**src/rtl/sw_seq_lock_pkg.sv**
```systemverilog
// Shared types and helpers for the switch-sequence lock.
package sw_seq_lock_pkg;

  typedef enum logic [1:0] {StIdle, StRun, StDone, StLock} state_e;

  function automatic int unsigned max_u(input int unsigned a, input int unsigned b);
    return (a > b) ? a : b;
  endfunction

endpackage

```
**src/rtl/sw_seq_lock_if.sv**
```systemverilog
// Switch/code inputs and step/status outputs of the switch-sequence lock.
interface sw_seq_lock_if #(
  parameter int unsigned SW_W  = 3,
  parameter int unsigned STEPS = 6
);
  localparam int unsigned STEP_W = $clog2(STEPS + 1);

  logic [SW_W-1:0]       sw;
  logic [STEPS*SW_W-1:0] code;
  logic                  clr;
  logic [STEP_W-1:0]     led;
  logic                  done;
  logic                  err;
  logic                  tout;
  logic                  locked;

  modport master (
    output sw, code, clr,
    input  led, done, err, tout, locked
  );

  modport slave (
    input  sw, code, clr,
    output led, done, err, tout, locked
  );
endinterface

```
**src/rtl/sw_seq_lock_timer.sv**
```systemverilog
// Up-counter shared by the RUN inactivity timeout and the LOCK duration.
module sw_seq_lock_timer #(
  parameter int unsigned CNT_W = 8
) (
  input  logic             clk,
  input  logic             reset_n,
  input  logic             clr,
  input  logic             en,
  output logic [CNT_W-1:0] cnt
);

  logic [CNT_W-1:0] cnt_d;

  always_comb begin
    cnt_d = cnt;
    if (clr) begin
      cnt_d = '0;
    end else if (en) begin
      cnt_d = cnt + CNT_W'(1);
    end
  end

  always_ff @(posedge clk or negedge reset_n) begin
    if (!reset_n) begin
      cnt <= '0;
    end else begin
      cnt <= cnt_d;
    end
  end

endmodule

```
**src/rtl/sw_seq_lock.sv**
```systemverilog
// Switch-sequence lock: steps through a programmable code on sw with an inactivity
// timeout, wrong-entry counting and a timed lockout.
module sw_seq_lock
  import sw_seq_lock_pkg::*;
#(
  parameter int unsigned SW_W     = 3,
  parameter int unsigned STEPS    = 6,
  parameter int unsigned TIMEOUT  = 1000,
  parameter int unsigned MAX_ERR  = 3,
  parameter int unsigned LOCK_CYC = 5000
) (
  input logic          clk,
  input logic          reset_n,
  sw_seq_lock_if.slave bus
);

  localparam int unsigned STEP_W = $clog2(STEPS + 1);
  localparam int unsigned CNT_W  = $clog2(max_u(TIMEOUT, LOCK_CYC) + 1);
  localparam int unsigned ERR_W  = $clog2(MAX_ERR + 1);

  state_e            state_q, state_d;
  logic [STEP_W-1:0] step_q, step_d;
  logic [ERR_W-1:0]  err_cnt_q, err_cnt_d;
  logic [SW_W-1:0]   sw_q;
  logic [SW_W-1:0]   cur_code;
  logic [CNT_W-1:0]  timer_cnt;
  logic              timer_clr, timer_en;
  logic              chg, miss, expire;
  logic              done_q, err_q, tout_q, locked_q;
  logic              done_d, err_d, tout_d, locked_d;

  assign chg      = (bus.sw != sw_q);
  assign cur_code = bus.code[int'(step_q) * SW_W +: SW_W];
  assign timer_en = (state_q == StRun) || (state_q == StLock);

  sw_seq_lock_timer #(
    .CNT_W (CNT_W)
  ) u_timer (
    .clk     (clk),
    .reset_n (reset_n),
    .clr     (timer_clr),
    .en      (timer_en),
    .cnt     (timer_cnt)
  );

  always_ff @(posedge clk or negedge reset_n) begin
    if (!reset_n) begin
      state_q   <= StIdle;
      step_q    <= '0;
      err_cnt_q <= '0;
      sw_q      <= '0;
      done_q    <= 1'b0;
      err_q     <= 1'b0;
      tout_q    <= 1'b0;
      locked_q  <= 1'b0;
    end else begin
      state_q   <= state_d;
      step_q    <= step_d;
      err_cnt_q <= err_cnt_d;
      sw_q      <= bus.sw;
      done_q    <= done_d;
      err_q     <= err_d;
      tout_q    <= tout_d;
      locked_q  <= locked_d;
    end
  end

  // The timer is cleared unless it is counting uninterrupted progress-free RUN or LOCK time.
  always_comb begin
    state_d   = state_q;
    step_d    = step_q;
    err_cnt_d = err_cnt_q;
    miss      = 1'b0;
    expire    = 1'b0;
    timer_clr = 1'b1;
    unique case (state_q)
      StIdle: begin
        if (chg && (bus.sw == cur_code)) begin
          if (STEPS == 1) begin
            state_d = StDone;
          end else begin
            state_d = StRun;
            step_d  = STEP_W'(1);
          end
        end
      end
      StRun: begin
        timer_clr = 1'b0;
        if (chg && (bus.sw == cur_code)) begin
          timer_clr = 1'b1;
          if (step_q == STEP_W'(STEPS - 1)) begin
            state_d = StDone;
            step_d  = '0;
          end else begin
            step_d = step_q + STEP_W'(1);
          end
        end else if (chg) begin
          miss      = 1'b1;
          timer_clr = 1'b1;
          step_d    = '0;
          if (err_cnt_q != ERR_W'(MAX_ERR)) begin
            err_cnt_d = err_cnt_q + ERR_W'(1);
          end
          state_d = (err_cnt_q == ERR_W'(MAX_ERR - 1)) ? StLock : StIdle;
        end else if (timer_cnt == CNT_W'(TIMEOUT - 1)) begin
          expire    = 1'b1;
          timer_clr = 1'b1;
          step_d    = '0;
          state_d   = StIdle;
        end
      end
      StDone: begin
        state_d   = StIdle;
        err_cnt_d = '0;
      end
      StLock: begin
        timer_clr = 1'b0;
        if (timer_cnt == CNT_W'(LOCK_CYC - 1)) begin
          timer_clr = 1'b1;
          state_d   = StIdle;
          err_cnt_d = '0;
        end
      end
      default: state_d = StIdle;
    endcase
    if (bus.clr && (state_q != StLock)) begin
      state_d   = StIdle;
      step_d    = '0;
      err_cnt_d = '0;
      timer_clr = 1'b1;
      miss      = 1'b0;
      expire    = 1'b0;
    end
  end

  always_comb begin
    done_d   = (state_d == StDone);
    err_d    = miss;
    tout_d   = expire;
    locked_d = (state_d == StLock);
  end

  assign bus.led    = step_q;
  assign bus.done   = done_q;
  assign bus.err    = err_q;
  assign bus.tout   = tout_q;
  assign bus.locked = locked_q;

endmodule

```
**src/flat_wrapper.sv**
```systemverilog
// flat-port wrapper written by rule: the top's interface ports become plain ports
module sw_seq_lock_flat import sw_seq_lock_pkg::*;
#(
  parameter int unsigned SW_W     = 3,
  parameter int unsigned STEPS    = 6,
  parameter int unsigned TIMEOUT  = 1000,
  parameter int unsigned MAX_ERR  = 3,
  parameter int unsigned LOCK_CYC = 5000
)
  (clk, reset_n, bus_sw, bus_code, bus_clr, bus_led, bus_done, bus_err, bus_tout, bus_locked);
  sw_seq_lock_if #(.SW_W(SW_W), .STEPS(STEPS)) bus_i ();
  input logic clk;
  input logic reset_n;
  input wire logic [$bits(bus_i.sw)-1:0] bus_sw;
  input wire logic [$bits(bus_i.code)-1:0] bus_code;
  input wire logic [$bits(bus_i.clr)-1:0] bus_clr;
  output wire logic [$bits(bus_i.led)-1:0] bus_led;
  output wire logic [$bits(bus_i.done)-1:0] bus_done;
  output wire logic [$bits(bus_i.err)-1:0] bus_err;
  output wire logic [$bits(bus_i.tout)-1:0] bus_tout;
  output wire logic [$bits(bus_i.locked)-1:0] bus_locked;
  assign bus_i.sw = bus_sw;
  assign bus_i.code = bus_code;
  assign bus_i.clr = bus_clr;
  assign bus_led = bus_i.led;
  assign bus_done = bus_i.done;
  assign bus_err = bus_i.err;
  assign bus_tout = bus_i.tout;
  assign bus_locked = bus_i.locked;
  sw_seq_lock #(.SW_W(SW_W), .STEPS(STEPS), .TIMEOUT(TIMEOUT), .MAX_ERR(MAX_ERR), .LOCK_CYC(LOCK_CYC)) u_core (.clk(clk), .reset_n(reset_n), .bus(bus_i));
endmodule
```
**config.mk**
```make
export PLATFORM = sky130hd
export DESIGN_NAME = sw_seq_lock_flat
export DESIGN_NICKNAME = d
export VERILOG_FILES = /design/src/rtl/sw_seq_lock_pkg.sv /design/src/rtl/sw_seq_lock_if.sv /design/src/rtl/sw_seq_lock_timer.sv /design/src/rtl/sw_seq_lock.sv /design/src/flat_wrapper.sv
export SDC_FILE = /design/constraint.sdc
export NUM_CORES = 1
export LEC_CHECK = 0
export ABC_CLOCK_PERIOD_IN_PS = 4300
export BUFFER_PORTS_ARGS = -buffer_cell sky130_fd_sc_hd__buf_4
export CAP_MARGIN = 20
export CORE_MARGIN = 2
export CORE_UTILIZATION = 59
export CTS_CLUSTER_DIAMETER = 40
export DETAILED_ROUTE_END_ITERATION = 10
export PLACE_DENSITY = 0.84
export SETUP_SLACK_MARGIN = 0.5
export SLEW_MARGIN = 10
export SYNTH_ARGS = -nofsm -noshare
export SYNTH_HDL_FRONTEND = slang
export SYNTH_SLANG_ARGS = --single-unit
export TNS_END_PERCENT = 100
```
**constraint.sdc**
```tcl
create_clock -name clk -period 4.3 [get_ports clk]
set_input_delay 0.215 -clock clk [delete_from_list [all_inputs] [get_ports clk]]
set_output_delay 0.215 -clock clk [all_outputs]
set_load 0.01 [all_outputs]
```
==> summary.md <==
| Metric | Value |
|---|---|
| Status | `finished, final reports clean` |
| DR WL/cell | `about 15 um` |
| Ys Warns | `0` |
| CTS buffer count | `3` |
| DIE AREA | `between 3000 and 4000 um^2` |
| Psw | `between 100 and 150 uW` |
| Max-slew headroom | `0.5288` |
| Pre-CTS setup slack | `~2000 ps` |
| Pwr Total | `between 400 and 500 uW` |
| # setup viols final | `0` |
| Yosys reg bits | `27` |
| Synth Area in XOR/XNOR | `0.09808` |
| First-pass GRT wire length | `5906 um` |
| Synthesized area per cell | `~10 um^2` |
| Simple-gate portion of the synthesized area | `0.2279` |
| Area Overhead vs Synth | `14.16%` |
| Max-slew violations | `0` |
| Arrival time at the worst endpoint | `around 2600 ps` |
| Max VDD drop | `0.2685 mV` |
| Post-synth EDFFs | `0` |
| Final Skew | `around 3.2 ps` |
| Initial DRC count | `67` |
| Multi-input combinational cell area | `around 940 um^2` |
| Filler cells | `slightly below 200` |
| CP Class | `reg -> reg` |
| Clock slew at reported path FFs | `140 ps` |
| Gr usage total | `0.2259` |
| Layout cells sized above 1 | `0.2172` |
| Total internal power | `334.6 uW` |
| Leakage | `~0.84 nW` |
| GRT met1 Usage | `0.2695` |
| Synth cell types | `50` |
| GR peak layer | `met2` |
| Max-cap violations | `0` |
| Root Buffer | `clkbuf_4` |
| Clock network power share | `0.247` |
| Tcrit/Tclk final | `0.5530` |
| F_max | `~420 MHz` |
| Met2 usage | `0.4107` |
| Finished Cell Area | `between 1500 and 2000 um^2` |
| # Post-CTS Setup Buffers | `0` |
| P per Cell Area | `237.6 nW/um^2` |
| Antenna Violating Nets Remaining | `0` |
| Worst Hold Class | `in -> reg` |
| CP Capture Type | `flop` |
| Placed instance area | `1897 um^2` |
| H-tree Lvls | `1` |
| Flop pwr share | `0.579` |
| Sw Ratio | `0.2731` |
| M3 GR Usage | `0.04018` |
| Initial antenna violation count | `0` |
| Nets@finish | `between 200 and 250` |
| Die width | `roughly 58 um` |
| Vias in the first global route | `1352` |
| WP data required | `between 4000 and 5000 ps` |
| Total number of vias | `roughly 1300` |
| Worst-Skew Late Latency | `approximately 330 ps` |
| Largest family of logic cells by synthesized area | `simple AND/OR/NAND/NOR gates` |
| Ys flop type | `dfrtp_1` |
| Crit path max fanout | `18` |
| Mux share of post-synthesis cell area | `0.07080` |
| Grt ovf | `0` |
| DRC viols | `0` |
| Starting Density | `0.6206` |
| Largest net degree at the start of global routing | `28` |
| Hold Vio Cnt, Final | `0` |
| Post-Synthesis Cells | `171` |
| Vias per cell | `around 5.9` |
| Post-Synth Adder-Cell Area | `0.02212` |
| Clock buffer depth | `2` |
| Worst slew pin tran | `just over 700 ps` |
| RSZ-0062 raised after global routing | `false` |
| Final min period | `roughly 2400 ps` |
| DRT Wirelength | `3377 um` |
| Port Buf Inserts | `30` |
| CP Launch Type | `flop` |
| Comb pwr share | `0.174` |
| CTS tree | `yes` |
| Sequential share of the synthesized area | `0.3982` |
| Setup WS post-layout | `1922 ps` |
| DP Wirelength | `2498 um` |
| Reg area | `around 680 um^2` |
| Clock sink count | `27` |
| Number of placement rows | `19` |
| FFs w/ async S/R, synth | `1.000` |
| Mapped cell area | `between 1500 and 2000 um^2` |
| Post_cts resized | `0` |
| Antenna diodes | `0` |
| Core ar. | `roughly 2700 um^2` |
| DR pass1 iterations | `4` |
| I/O pin total | `31` |
| Die Y | `roughly 58 um` |
| Final RePlAce weighted congestion | `between 0.7 and 0.8` |
| Compound-Gate Fraction of Synth Area | `0.1364` |
| Fin Setup TNS | `0 ps` |
| Net Count, Synth | `between 150 and 200` |
==> registers in the layout, indices dropped and copies added, names as in the netlist <==
signal,count
u_core.bus.done,1
u_core.bus.err,1
u_core.bus.led,3
u_core.bus.locked,1
u_core.bus.tout,1
u_core.err_cnt_q,2
u_core.state_q,2
u_core.sw_q,3
u_core.u_timer.cnt,13
==> timing repair <==
| item | 4_1_cts | 5_1_grt |
|---|---|---|
| endpoints found under the setup margin | 0 | 0 |
| hold buffers | 1 | 0 |
| endpoints found under the hold margin | 27 | 0 |
==> layout by cell type (no fill, tap or decap), types with 5 or more instances in the layout <==
cell type,count
buf_4,30
dfrtp_1,27
mux2i_1,12
nand2_1,11
nand3_1,5
nor2_1,26
xnor2_1,6
xor2_1,13
==> critical path: stages, from the launching register on <==
cell	delay, ps
dfrtp_1	830
mux2i_1	290
xor2_1	170
a22o_1	200
o221ai_4	170
o31a_1	310
a221o_1	300
==> through the flow <==
step	util	hold WS, ps	cells
after global placement	0.6938	136.1	224
after CTS	0.7085	27.77	229
after detailed placement	0.6938	143.3	224
after floorplan	-	-80.59	171
after global routing	0.7085	16.85	229
final	0.7085	36.45	229
==> synth_stat cells (2+ instances only) <==
cell,count,area share
dfrtp_1,27,0.40
nor2_1,26,0.058
xor2_1,13,0.067
mux2i_1,12,0.071
nand2_1,11,0.024
xnor2_1,6,0.031
nand3_1,5,0.015
a22o_1,4,0.021
inv_1,4,0.0088
nor3_1,4,0.012
o21ai_0,4,0.012
and3_1,3,0.011
buf_2,3,0.0088
ha_1,3,0.022
or3_1,3,0.011
a21oi_1,2,0.0059
a31oi_1,2,0.0074
and2b_1,2,0.0088
buf_6,2,0.013
nand2b_1,2,0.0074
nand4_1,2,0.0074
nor3b_1,2,0.0088
nor4_1,2,0.0074
==> final timing paths <==
check | endpoint | slack, ps | startpoint | cells past startpoint
worst max-delay path | u_core.bus.led[1]$_DFFE_PN0P_ | 1920 | u_core.bus.led[1]$_DFFE_PN0P_ | 6
worst min-delay path | u_core.sw_q[0]$_DFF_PN0_ | 40 | bus_sw[0] | 1
worst max register to register | u_core.bus.led[1]$_DFFE_PN0P_ | 1920 | u_core.bus.led[1]$_DFFE_PN0P_ | 6
worst min register to register | u_core.err_cnt_q[1]$_DFFE_PN0P_ | 570 | u_core.err_cnt_q[1]$_DFFE_PN0P_ | 1
max in group asynchronous | u_core.u_timer.cnt[8]$_DFFE_PN0P_ | 3750 | reset_n | 2
min in group asynchronous | u_core.u_timer.cnt[1]$_DFFE_PN0P_ | 300 | reset_n | 2
==> area by class of cell <==
class / count / area share
clock buffer: 3 / 0.01163
clock inverter: 1 / 0.003876
inverter: 4 / 0.007752
multi-input combinational: 132 / 0.4864
sequential: 27 / 0.3488
tap: 31 / 0.02003
timing repair buffer: 31 / 0.1214
==> per-layer routing <==
layer / part of all wire / routed length (um)
met1: 0.43 / 1436
met3: 0.047 / 158
met5: 0 / 0
met4: 0.016 / 53
met2: 0.51 / 1728
==> power by group through the flow <==
| stage | Clock, mW | Sequential (mW) | Combinational [mW] |
|---|---|---|---|
| finish | 0.114 | 0.267 | 0.0800 |
| floorplan | 0 | 0.266 | 0.0550 |
| global route | 0.126 | 0.268 | 0.0884 |
| detailed placement | 0 | 0.271 | 0.0792 |
| global placement | 0 | 0.271 | 0.0764 |
| CTS | 0.117 | 0.266 | 0.0806 |
==> cell families (layout without fill, tap and decap cells) <==
logic type	Yosys count	after routing
compound gates	26	26
xor+xnor	19	19
fa+ha+maj	3	3
buf+inv	12	39
flops	27	27
mux	12	12
simple gates	72	72
(Power assumes the default switching activity.)
